$ cat src/rtl/uart_arb_pkg.sv
// -----------------------------------------------------------------------------
// uart_arb_pkg
// Shared types and constants for the UART transmit arbiter.
//   arb_state_e : arbiter FSM states (GAP exists only with UART_ARB_GAP_EN)
//   WD_MULT     : watchdog limit expressed in UART bit times (cpb units)
//   MAX_NUM_REQ : largest supported requester count
// Optional feature macro: UART_ARB_GAP_EN (adds the inter-frame GAP state).
// -----------------------------------------------------------------------------
package uart_arb_pkg;

  // A 10-bit frame is 10 bit times; 12 leaves margin before declaring a hang.
  localparam int WD_MULT     = 12;
  localparam int MIN_NUM_REQ = 2;
  localparam int MAX_NUM_REQ = 8;

  typedef enum logic [1:0] {
    IDLE      = 2'd0,
    START     = 2'd1,
    WAIT_DONE = 2'd2
`ifdef UART_ARB_GAP_EN
    ,
    GAP       = 2'd3
`endif
  } arb_state_e;

  // Watchdog expiry point in clock cycles for a given clocks-per-bit.
  function automatic int wd_limit(input int clks_per_bit);
    return WD_MULT * clks_per_bit;
  endfunction

endpackage

$ cat src/rtl/uart_tx_arbiter_if.sv
// -----------------------------------------------------------------------------
// uart_tx_arbiter_if
// Bundles the requester-side and transmitter-side signals of the arbiter.
//   req_valid [NUM_REQ]   : requester i has a byte pending
//   req_data  [NUM_REQ*8] : requester i's byte on bits [8i+7:8i]
//   req_ready [NUM_REQ]   : one-cycle accept pulse back to requester i
//   tx_dv                 : one-cycle start strobe to the UART transmitter
//   tx_data   [8]         : byte presented to the transmitter
//   tx_active             : transmitter busy flag
//   tx_done               : transmitter end-of-frame pulse
// Modports: slave = arbiter side, master = requesters + transmitter side.
//
// Handshake: a requester raises req_valid with req_data and holds both until
// it sees req_ready for its bit; req_ready is a single-cycle pulse on the
// clock edge where the byte is taken, and the same edge raises tx_dv for one
// cycle. Dropping req_valid before req_ready withdraws the byte silently.
// -----------------------------------------------------------------------------
interface uart_tx_arbiter_if #(
  parameter int NUM_REQ = 4
);
  import uart_arb_pkg::*;

  logic [NUM_REQ-1:0]   req_valid;
  logic [NUM_REQ*8-1:0] req_data;
  logic [NUM_REQ-1:0]   req_ready;
  logic                 tx_dv;
  logic [7:0]           tx_data;
  logic                 tx_active;
  logic                 tx_done;

  modport slave (
    input  req_valid, req_data, tx_active, tx_done,
    output req_ready, tx_dv, tx_data
  );

  modport master (
    output req_valid, req_data, tx_active, tx_done,
    input  req_ready, tx_dv, tx_data
  );

endinterface

$ cat src/rtl/uart_tx_arbiter_rr.sv
// -----------------------------------------------------------------------------
// rr_arbiter
// Combinational round-robin grant selection.
//   req_i [NUM_REQ] : request vector
//   ptr_i [IDX_W]   : index of the previous grant; search starts at ptr_i+1
//   gnt_o [NUM_REQ] : one-hot grant (all zero when nothing is requested)
//   idx_o [IDX_W]   : index of the granted requester
//   any_o           : at least one request present
// -----------------------------------------------------------------------------
module rr_arbiter
  import uart_arb_pkg::*;
#(
  parameter  int NUM_REQ = 4,
  localparam int IDX_W   = $clog2(NUM_REQ)
) (
  input  logic [NUM_REQ-1:0] req_i,
  input  logic [IDX_W-1:0]   ptr_i,
  output logic [NUM_REQ-1:0] gnt_o,
  output logic [IDX_W-1:0]   idx_o,
  output logic               any_o
);

  logic [IDX_W-1:0] cand;

  // Walk the requesters starting one past the pointer and wrapping; the
  // pointer itself is visited last, so the previous winner has lowest priority.
  always_comb begin
    gnt_o = '0;
    idx_o = '0;
    any_o = 1'b0;
    cand  = '0;
    for (int i = 1; i <= NUM_REQ; i++) begin
      cand = IDX_W'((int'(ptr_i) + i) % NUM_REQ);
      if (!any_o && req_i[cand]) begin
        any_o       = 1'b1;
        idx_o       = cand;
        gnt_o[cand] = 1'b1;
      end
    end
  end

endmodule

$ cat src/rtl/uart_tx_arbiter.sv
// -----------------------------------------------------------------------------
// uart_tx_arbiter
// Shares one UART transmitter between NUM_REQ byte requesters. A round-robin
// arbiter picks a pending requester whenever the transmitter is idle, the byte
// is registered onto tx_data and a one-cycle tx_dv strobe starts the frame.
// A watchdog returns the FSM to IDLE if tx_done never arrives.
//
// Parameters: NUM_REQ (2..8), cpb (clocks per UART bit, match the transmitter)
// Ports:
//   clk         : clock, rising edge
//   rst_n       : asynchronous active-low reset
//   bus         : uart_tx_arbiter_if.slave (requester + transmitter signals)
//   grant_id    : index of the most recent grant
//   busy        : FSM is not IDLE
//   timeout_err : one-cycle pulse when the watchdog expires
//   state_o     : current FSM state, for observation
// Optional feature macro: UART_ARB_GAP_EN -- after tx_done, hold cpb idle
// cycles in GAP (busy high) before returning to IDLE.
// -----------------------------------------------------------------------------
module uart_tx_arbiter
  import uart_arb_pkg::*;
#(
  parameter  int NUM_REQ = 4,
  parameter  int cpb     = 217,
  localparam int IDX_W   = $clog2(NUM_REQ)
) (
  input  logic              clk,
  input  logic              rst_n,
  uart_tx_arbiter_if.slave  bus,
  output logic [IDX_W-1:0]  grant_id,
  output logic              busy,
  output logic              timeout_err,
  output arb_state_e        state_o
);

  localparam int WD_LIMIT = wd_limit(cpb);
  localparam int WD_W     = $clog2(WD_LIMIT + 1);

  arb_state_e         state_q, state_d;
  logic               tx_dv_q, tx_dv_d;
  logic [7:0]         tx_data_q, tx_data_d;
  logic [NUM_REQ-1:0] ready_q, ready_d;
  logic [IDX_W-1:0]   grant_q, grant_d;
  logic [IDX_W-1:0]   ptr_q, ptr_d;
  logic               tout_q, tout_d;
  logic [WD_W-1:0]    wd_q, wd_d;

`ifdef UART_ARB_GAP_EN
  localparam int GAP_W = (cpb > 1) ? $clog2(cpb) : 1;
  logic [GAP_W-1:0]   gap_q, gap_d;
`endif

  logic [NUM_REQ-1:0] rr_gnt;
  logic [IDX_W-1:0]   rr_idx;
  logic               rr_any;

  rr_arbiter #(
    .NUM_REQ (NUM_REQ)
  ) u_rr (
    .req_i (bus.req_valid),
    .ptr_i (ptr_q),
    .gnt_o (rr_gnt),
    .idx_o (rr_idx),
    .any_o (rr_any)
  );

  // Next-state and registered-output logic.
  always_comb begin
    state_d   = state_q;
    tx_dv_d   = 1'b0;
    ready_d   = '0;
    tx_data_d = tx_data_q;
    grant_d   = grant_q;
    ptr_d     = ptr_q;
    tout_d    = 1'b0;
    wd_d      = wd_q;
`ifdef UART_ARB_GAP_EN
    gap_d     = gap_q;
`endif

    case (state_q)
      IDLE: begin
        if (rr_any && !bus.tx_active) begin
          state_d   = START;
          tx_dv_d   = 1'b1;
          ready_d   = rr_gnt;
          tx_data_d = bus.req_data[{rr_idx, 3'b000} +: 8];
          grant_d   = rr_idx;
          ptr_d     = rr_idx;
          wd_d      = '0;
        end
      end

      START: begin
        // The watchdog counts from the strobe cycle so that expiry lands
        // exactly WD_LIMIT cycles after tx_dv.
        state_d = WAIT_DONE;
        wd_d    = wd_q + 1'b1;
      end

      WAIT_DONE: begin
        // tx_done wins over a simultaneous watchdog expiry.
        if (bus.tx_done) begin
`ifdef UART_ARB_GAP_EN
          state_d = GAP;
          gap_d   = '0;
`else
          state_d = IDLE;
`endif
        end else if (wd_q == WD_W'(WD_LIMIT - 1)) begin
          state_d = IDLE;
          tout_d  = 1'b1;
        end else begin
          wd_d = wd_q + 1'b1;
        end
      end

`ifdef UART_ARB_GAP_EN
      GAP: begin
        if (gap_q == GAP_W'(cpb - 1)) begin
          state_d = IDLE;
        end else begin
          gap_d = gap_q + 1'b1;
        end
      end
`endif

      default: begin
        state_d = IDLE;
      end
    endcase
  end

  // Reset abandons any frame in flight; the pointer restarts so that
  // requester 0 wins first.
  always_ff @(posedge clk or negedge rst_n) begin
    if (!rst_n) begin
      state_q   <= IDLE;
      tx_dv_q   <= 1'b0;
      tx_data_q <= 8'h00;
      ready_q   <= '0;
      grant_q   <= '0;
      ptr_q     <= IDX_W'(NUM_REQ - 1);
      tout_q    <= 1'b0;
      wd_q      <= '0;
    end else begin
      state_q   <= state_d;
      tx_dv_q   <= tx_dv_d;
      tx_data_q <= tx_data_d;
      ready_q   <= ready_d;
      grant_q   <= grant_d;
      ptr_q     <= ptr_d;
      tout_q    <= tout_d;
      wd_q      <= wd_d;
    end
  end

`ifdef UART_ARB_GAP_EN
  always_ff @(posedge clk or negedge rst_n) begin
    if (!rst_n) begin
      gap_q <= '0;
    end else begin
      gap_q <= gap_d;
    end
  end
`endif

  assign bus.tx_dv     = tx_dv_q;
  assign bus.tx_data   = tx_data_q;
  assign bus.req_ready = ready_q;
  assign grant_id      = grant_q;
  assign busy          = (state_q != IDLE);
  assign timeout_err   = tout_q;
  assign state_o       = state_q;

endmodule

$ cat src/flat_wrapper.sv
// flat-port wrapper written by rule: the top's interface ports become plain ports
module uart_tx_arbiter_flat import uart_arb_pkg::*;
#(
  parameter  int NUM_REQ = 4,
  parameter  int cpb     = 217,
  localparam int IDX_W   = $clog2(NUM_REQ)
)
  (clk, rst_n, grant_id, busy, timeout_err, state_o, bus_req_valid, bus_req_data, bus_tx_active, bus_tx_done, bus_req_ready, bus_tx_dv, bus_tx_data);
  uart_tx_arbiter_if #(.NUM_REQ(NUM_REQ)) bus_i ();
  input  logic clk;
  input  logic rst_n;
  output logic [IDX_W-1:0] grant_id;
  output logic busy;
  output logic timeout_err;
  output arb_state_e state_o;
  input wire logic [$bits(bus_i.req_valid)-1:0] bus_req_valid;
  input wire logic [$bits(bus_i.req_data)-1:0] bus_req_data;
  input wire logic [$bits(bus_i.tx_active)-1:0] bus_tx_active;
  input wire logic [$bits(bus_i.tx_done)-1:0] bus_tx_done;
  output wire logic [$bits(bus_i.req_ready)-1:0] bus_req_ready;
  output wire logic [$bits(bus_i.tx_dv)-1:0] bus_tx_dv;
  output wire logic [$bits(bus_i.tx_data)-1:0] bus_tx_data;
  assign bus_i.req_valid = bus_req_valid;
  assign bus_i.req_data = bus_req_data;
  assign bus_i.tx_active = bus_tx_active;
  assign bus_i.tx_done = bus_tx_done;
  assign bus_req_ready = bus_i.req_ready;
  assign bus_tx_dv = bus_i.tx_dv;
  assign bus_tx_data = bus_i.tx_data;
  uart_tx_arbiter #(.NUM_REQ(NUM_REQ), .cpb(cpb)) u_core (.clk(clk), .rst_n(rst_n), .bus(bus_i), .grant_id(grant_id), .busy(busy), .timeout_err(timeout_err), .state_o(state_o));
endmodule
$ cat config.mk
export PLATFORM = sky130hd
export DESIGN_NAME = uart_tx_arbiter_flat
export DESIGN_NICKNAME = d
export VERILOG_FILES = /design/src/rtl/uart_arb_pkg.sv /design/src/rtl/uart_tx_arbiter_if.sv /design/src/rtl/uart_tx_arbiter_rr.sv /design/src/rtl/uart_tx_arbiter.sv /design/src/flat_wrapper.sv
export SDC_FILE = /design/constraint.sdc
export NUM_CORES = 1
export LEC_CHECK = 0
export CAP_MARGIN = 20
export CORE_MARGIN = 4
export CORE_UTILIZATION = 45
export DETAILED_ROUTE_END_ITERATION = 8
export GPL_TIMING_DRIVEN = 0
export HOLD_SLACK_MARGIN = 0.03
export PLACE_DENSITY_LB_ADDON = 0.25
export RECOVER_POWER = 25
export SYNTH_ARGS = -nofsm -noshare
export SYNTH_HDL_FRONTEND = slang
export SYNTH_SLANG_ARGS = --single-unit
$ cat constraint.sdc
create_clock -name clk -period 3.91 [get_ports clk]
set_input_delay 0.391 -clock clk [delete_from_list [all_inputs] [get_ports clk]]
set_output_delay 0.391 -clock clk [all_outputs]
set_load 0.005 [all_outputs]
==> results of run 1 <==
-- registers in the layout (all words and copies together) (netlist names) --
| register | count |
|---|---|
| u_core.bus.tx_dv | 1 |
| u_core.ptr_q | 2 |
| u_core.grant_id | 2 |
| u_core.wd_q | 12 |
| u_core.state_o | 2 |
| u_core.bus.tx_data | 8 |
| u_core.bus.req_ready | 4 |
| u_core.timeout_err | 1 |
-- power by group through the flow --
stage / Sequential [mW] / Clock, mW / Combinational (mW)
finish: 0.514 / 0.321 / 1.57
global route: 0.528 / 0.344 / 1.74
CTS: 0.514 / 0.327 / 1.55
detailed placement: 0.520 / 0 / 1.55
global placement: 0.517 / 0 / 1.51
floorplan: 0.512 / 0 / 1.07
-- stage by stage --
step / power (mW) / cells
2_1_floorplan: 1.59 / 270
3_3_place_gp: 2.03 / 397
3_5_place_dp: 2.07 / 397
4_1_cts: 2.39 / 405
5_1_grt: 2.61 / 405
6_report: 2.40 / 405
-- cell type report --
| class | count | area share [%] |
|---|---|---|
| multi-input cells | 210 | 46.8 |
| flip-flops and latches | 32 | 25.2 |
| repair buffers | 57 | 17.7 |
| plain buffers | 16 | 2.75 |
| well taps | 70 | 2.75 |
| clock buffers | 6 | 2.28 |
| inverters | 12 | 1.41 |
| clock inverters | 2 | 1.10 |
-- critical path: cells and delay by family (launching register included) --
| family | cells | cell delay, ns |
|---|---|---|
| multiplexers | 1 | 0.37 |
| flip-flops | 1 | 0.58 |
| adder cells (fa/ha/maj) | 1 | 0.44 |
| AND/OR/NAND/NOR | 2 | 0.41 |
| AO/OA/AOI/OAI | 2 | 0.61 |
| buffers and inverters | 5 | 0.93 |
-- final timing paths --
kind,start,to,slack (ns),cells past startpoint
min in group asynchronous,rst_n,u_core.timeout_err,0.55,1
worst max-delay path,u_core.ptr_q[0],u_core.bus.tx_data[4],0.45,11
max in group asynchronous,rst_n,u_core.wd_q[6],2.35,1
worst max register to register,u_core.ptr_q[0],u_core.bus.tx_data[4],0.45,11
worst min register to register,u_core.grant_id[1],u_core.grant_id[1],0.50,2
worst min-delay path,u_core.grant_id[1],u_core.grant_id[1],0.50,2
-- metal layers --
layer / track usage (%) / vias up / routed length [µm]
met1: 26.3 / 1078 / 2720
met3: 7.10 / 8 / 540
met4: 5.57 / 0 / 53
li1: - / 1143 / -
met2: 30.4 / 89 / 2810
met5: 0 / - / 0
-- synth_stat cells, types with 4 or more instances --
library cell               number  area share (%)
sky130_fd_sc_hd__dfrtp_1       30              31
sky130_fd_sc_hd__nand2_1       24             3.7
sky130_fd_sc_hd__nor2_1        22             3.4
sky130_fd_sc_hd__o22ai_1       15             3.9
sky130_fd_sc_hd__ha_1          13             6.7
sky130_fd_sc_hd__o21ai_0       13             2.7
sky130_fd_sc_hd__inv_1         12             1.9
sky130_fd_sc_hd__nor3_1        10             2.1
sky130_fd_sc_hd__a21oi_1        8             1.7
sky130_fd_sc_hd__mux2_2         8             3.7
sky130_fd_sc_hd__nor3b_1        8             2.5
sky130_fd_sc_hd__o31ai_1        8             2.5
sky130_fd_sc_hd__a211oi_1       7             2.2
sky130_fd_sc_hd__clkbuf_1       7             1.1
sky130_fd_sc_hd__o31a_1         7             2.5
sky130_fd_sc_hd__buf_2          6             1.2
sky130_fd_sc_hd__nand3_1        6             1.2
sky130_fd_sc_hd__and3_1         5             1.3
sky130_fd_sc_hd__a21o_1         4             1.2
sky130_fd_sc_hd__a221oi_1       4             1.4
sky130_fd_sc_hd__a22o_1         4             1.4
sky130_fd_sc_hd__a22oi_1        4             1.2
sky130_fd_sc_hd__mux2i_1        4             1.7
sky130_fd_sc_hd__mux4_2         4             3.7
-- cells by family after synthesis --
family	after synthesis	synth area share, %
XOR/XNOR	2	0.724
multiplexers	16	9.11
flip-flops	32	33.2
buffers and inverters	28	5.43
adder cells (fa/ha/maj)	13	6.73
AO/OA/AOI/OAI	86	25.1
AND/OR/NAND/NOR	93	19.7
-- cells in the final DEF (no fill, tap or decap), types with 7 or more instances in the layout --
cell                              instances
sky130_fd_sc_hd__a211oi_1                 7
sky130_fd_sc_hd__a21oi_1                  8
sky130_fd_sc_hd__clkbuf_1                 8
sky130_fd_sc_hd__clkdlybuf4s50_1         56
sky130_fd_sc_hd__dfrtp_1                 30
sky130_fd_sc_hd__ha_1                    13
sky130_fd_sc_hd__inv_1                   12
sky130_fd_sc_hd__mux2_2                   8
sky130_fd_sc_hd__nand2_1                 24
sky130_fd_sc_hd__nor2_1                  22
sky130_fd_sc_hd__nor3_1                  10
sky130_fd_sc_hd__nor3b_1                  8
sky130_fd_sc_hd__o21ai_0                 13
sky130_fd_sc_hd__o22ai_1                 15
sky130_fd_sc_hd__o31a_1                   7
sky130_fd_sc_hd__o31ai_1                  8
-- what timing repair did --
item | 4_1_cts | 5_1_grt
setup buffers | 0 | 0
endpoints found under the setup margin | 0 | 8
resized for setup | 0 | 3
==> metrics.log, run 1 <==
[metrics] peak ir drop on the vdd network: 0.354 mV
[metrics] total of fill cells in the finished design: around 450
[metrics] post-synthesis async set-or-reset flop share: between 90% and 100%
[metrics] crit-path max cell delay: just under 0.6 ns
[metrics] overall overflow remaining after global route: 0
[metrics] Syn Inst Count: 270
[metrics] max-cap viol count: 1
[metrics] Yosys cell types: 50
[metrics] Top-Level Pins: 59
[metrics] buffer type at the clock tree root: sky130_fd_sc_hd__clkbuf_8
[metrics] Clock Skews: between 0.004 and 0.005 ns
[metrics] vias after detailed routing: between 2000 and 2500
[metrics] WP data arrival: approximately 3.6 ns
[metrics] violated checks: max-capacitance violations, max-slew violations
[metrics] post-layout utilization of the core: between 60% and 70%
[metrics] number of antenna violations at the first check in global routing: 0
[metrics] first-pass GRT wire length: about 10000 µm
[metrics] mean post-synth cell area: approximately 9 µm²
[metrics] critical path launch point type: register
[metrics] core outline area: between 5000 and 6000 µm²
[metrics] final critical-path setup slack: about 0.45 ns
[metrics] kind of end point of the critical path: register
[metrics] Flop pwr share: 21.4%
[metrics] hold buffers post-CTS: 0
[metrics] post-route antenna net violation count: 0
[metrics] total power density per cell area: 753 nW/µm²
[metrics] fin crit period: between 3 and 4 ns
[metrics] CTS tree: yes
[metrics] Clock power frac: a little over an eighth
[metrics] final hold violations: 0
[metrics] Crit Path Class: reg2reg
[metrics] H-tree depth reported by CTS: 2
[metrics] number of search-and-repair iterations in the first detailed-routing pass: 4
[metrics] Tightest Hold Check Type: reg2reg
[metrics] internal cell power: between 1 and 1.5 mW
[metrics] period utilization: 88.5%
[metrics] area occupied by registers: around 800 µm²
[metrics] Gate power share: approximately 65%
[metrics] YS warnings: 0
[metrics] Port Buffers: between 50 and 60
[metrics] GP Congestion: about 0.87
[metrics] Synth-to-Final Area Change: 31.9%
[metrics] antenna diode count: 0
[metrics] Die Area: roughly 6600 µm²
[metrics] NumNets Final: 387
[metrics] worst hold margin: roughly 0.5 ns
[metrics] relative slew slack: -15.8%
[metrics] final standard cell area without fillers: around 3200 µm²
[metrics] leakage component of the power: between 1 and 1.5 nW
[metrics] number of storage elements in the synthesis netlist: 32
[metrics] source-to-sink clock delay at the later pin of the worst-skew pair: between 0.2 and 0.3 ns
[metrics] number of global-route vias before repair: ~2200
[metrics] final setup violating endpoints: 0
[metrics] detailed-route wire length: between 6000 and 7000 µm
[metrics] hpwl dp: 4570 µm
[metrics] Crit-path slowest cell: sky130_fd_sc_hd__dfstp_2
[metrics] switching power share of the total: 44.0%
[metrics] most frequently used flop master after synthesis: sky130_fd_sc_hd__dfrtp_1
[metrics] cts bufs inserted: 5
[metrics] Final Slew Violations: 33
[metrics] area of combinational cells with multiple inputs: approximately 1500 µm²
[metrics] Mapped Area: ~2400 µm²
[metrics] Slew @ Worst Pin: 1.74 ns
[metrics] Clock transition at path regs: roughly 0.070 ns
[metrics] instance area at placement: roughly 3100 µm²
[metrics] largest net degree at the start of global routing: 33
[metrics] Syn Nets: between 300 and 400
[metrics] # clock sinks: 32
[metrics] number of standard-cell rows in the floorplan: 26
[metrics] number of flops mapped to enable cells by yosys: 0
[metrics] Detailed Route Iter0 Violations: 172
[metrics] vias per inst: around 5.7
[metrics] detailed-route wire length per cell: between 15 and 20 µm
[metrics] accumulated negative setup slack: 0 ns
[metrics] outcome: finished with violations
[metrics] switching component of the power: roughly 1.1 mW
[metrics] f_max: 289 MHz
[metrics] maximum count of clock buffers along a single path: 2
[metrics] count of unresolved DRC violations after routing: 0
[metrics] Req. time, crit path: 4.09 ns
[metrics] aggregate global-route resource usage: between 10% and 20%
[metrics] Die X-Extent: between 80 and 90 µm
[metrics] initial standard-cell utilization of the core: 46.8%
[metrics] worst setup timing slack at the placement stage: 0.223 ns
[metrics] share of the yosys chip area belonging to registers: between 30% and 40%
[metrics] DIE HEIGHT: approximately 81 µm
[metrics] top fanout value on the critical path: 10
[metrics] layout cell share with drive strength beyond 1: 10.7%
[metrics] setup repair after global routing missed its margin: false
[metrics] cell breakdown of the critical path: buf_6 > clkbuf_2 > inv_1 > ha_1 > mux4_2 > nor2b_1 > buf_2 > buf_2 > o31ai_1 > nand2_1 > o31ai_1
No activity file was read; power rests on OpenSTA's default activity.
==> run 2, diff against run 1 <==
==> constraint.sdc (replaced) <==
create_clock -name clk -period 3.91 [get_ports clk]
set_input_delay 0.391 -clock clk [delete_from_list [all_inputs] [get_ports clk]]
set_output_delay 0.391 -clock clk [all_outputs]
set_load 0.01 [all_outputs]
==> results of run 2 <==
The final DEF is identical to that of run 1. Status: finished with violations: max-capacitance violations, max-slew violations.
Main changes from that run: total power 2.40 mW -> 2.43 mW; worst IR drop on VDD 0.354 mV -> 0.362 mV
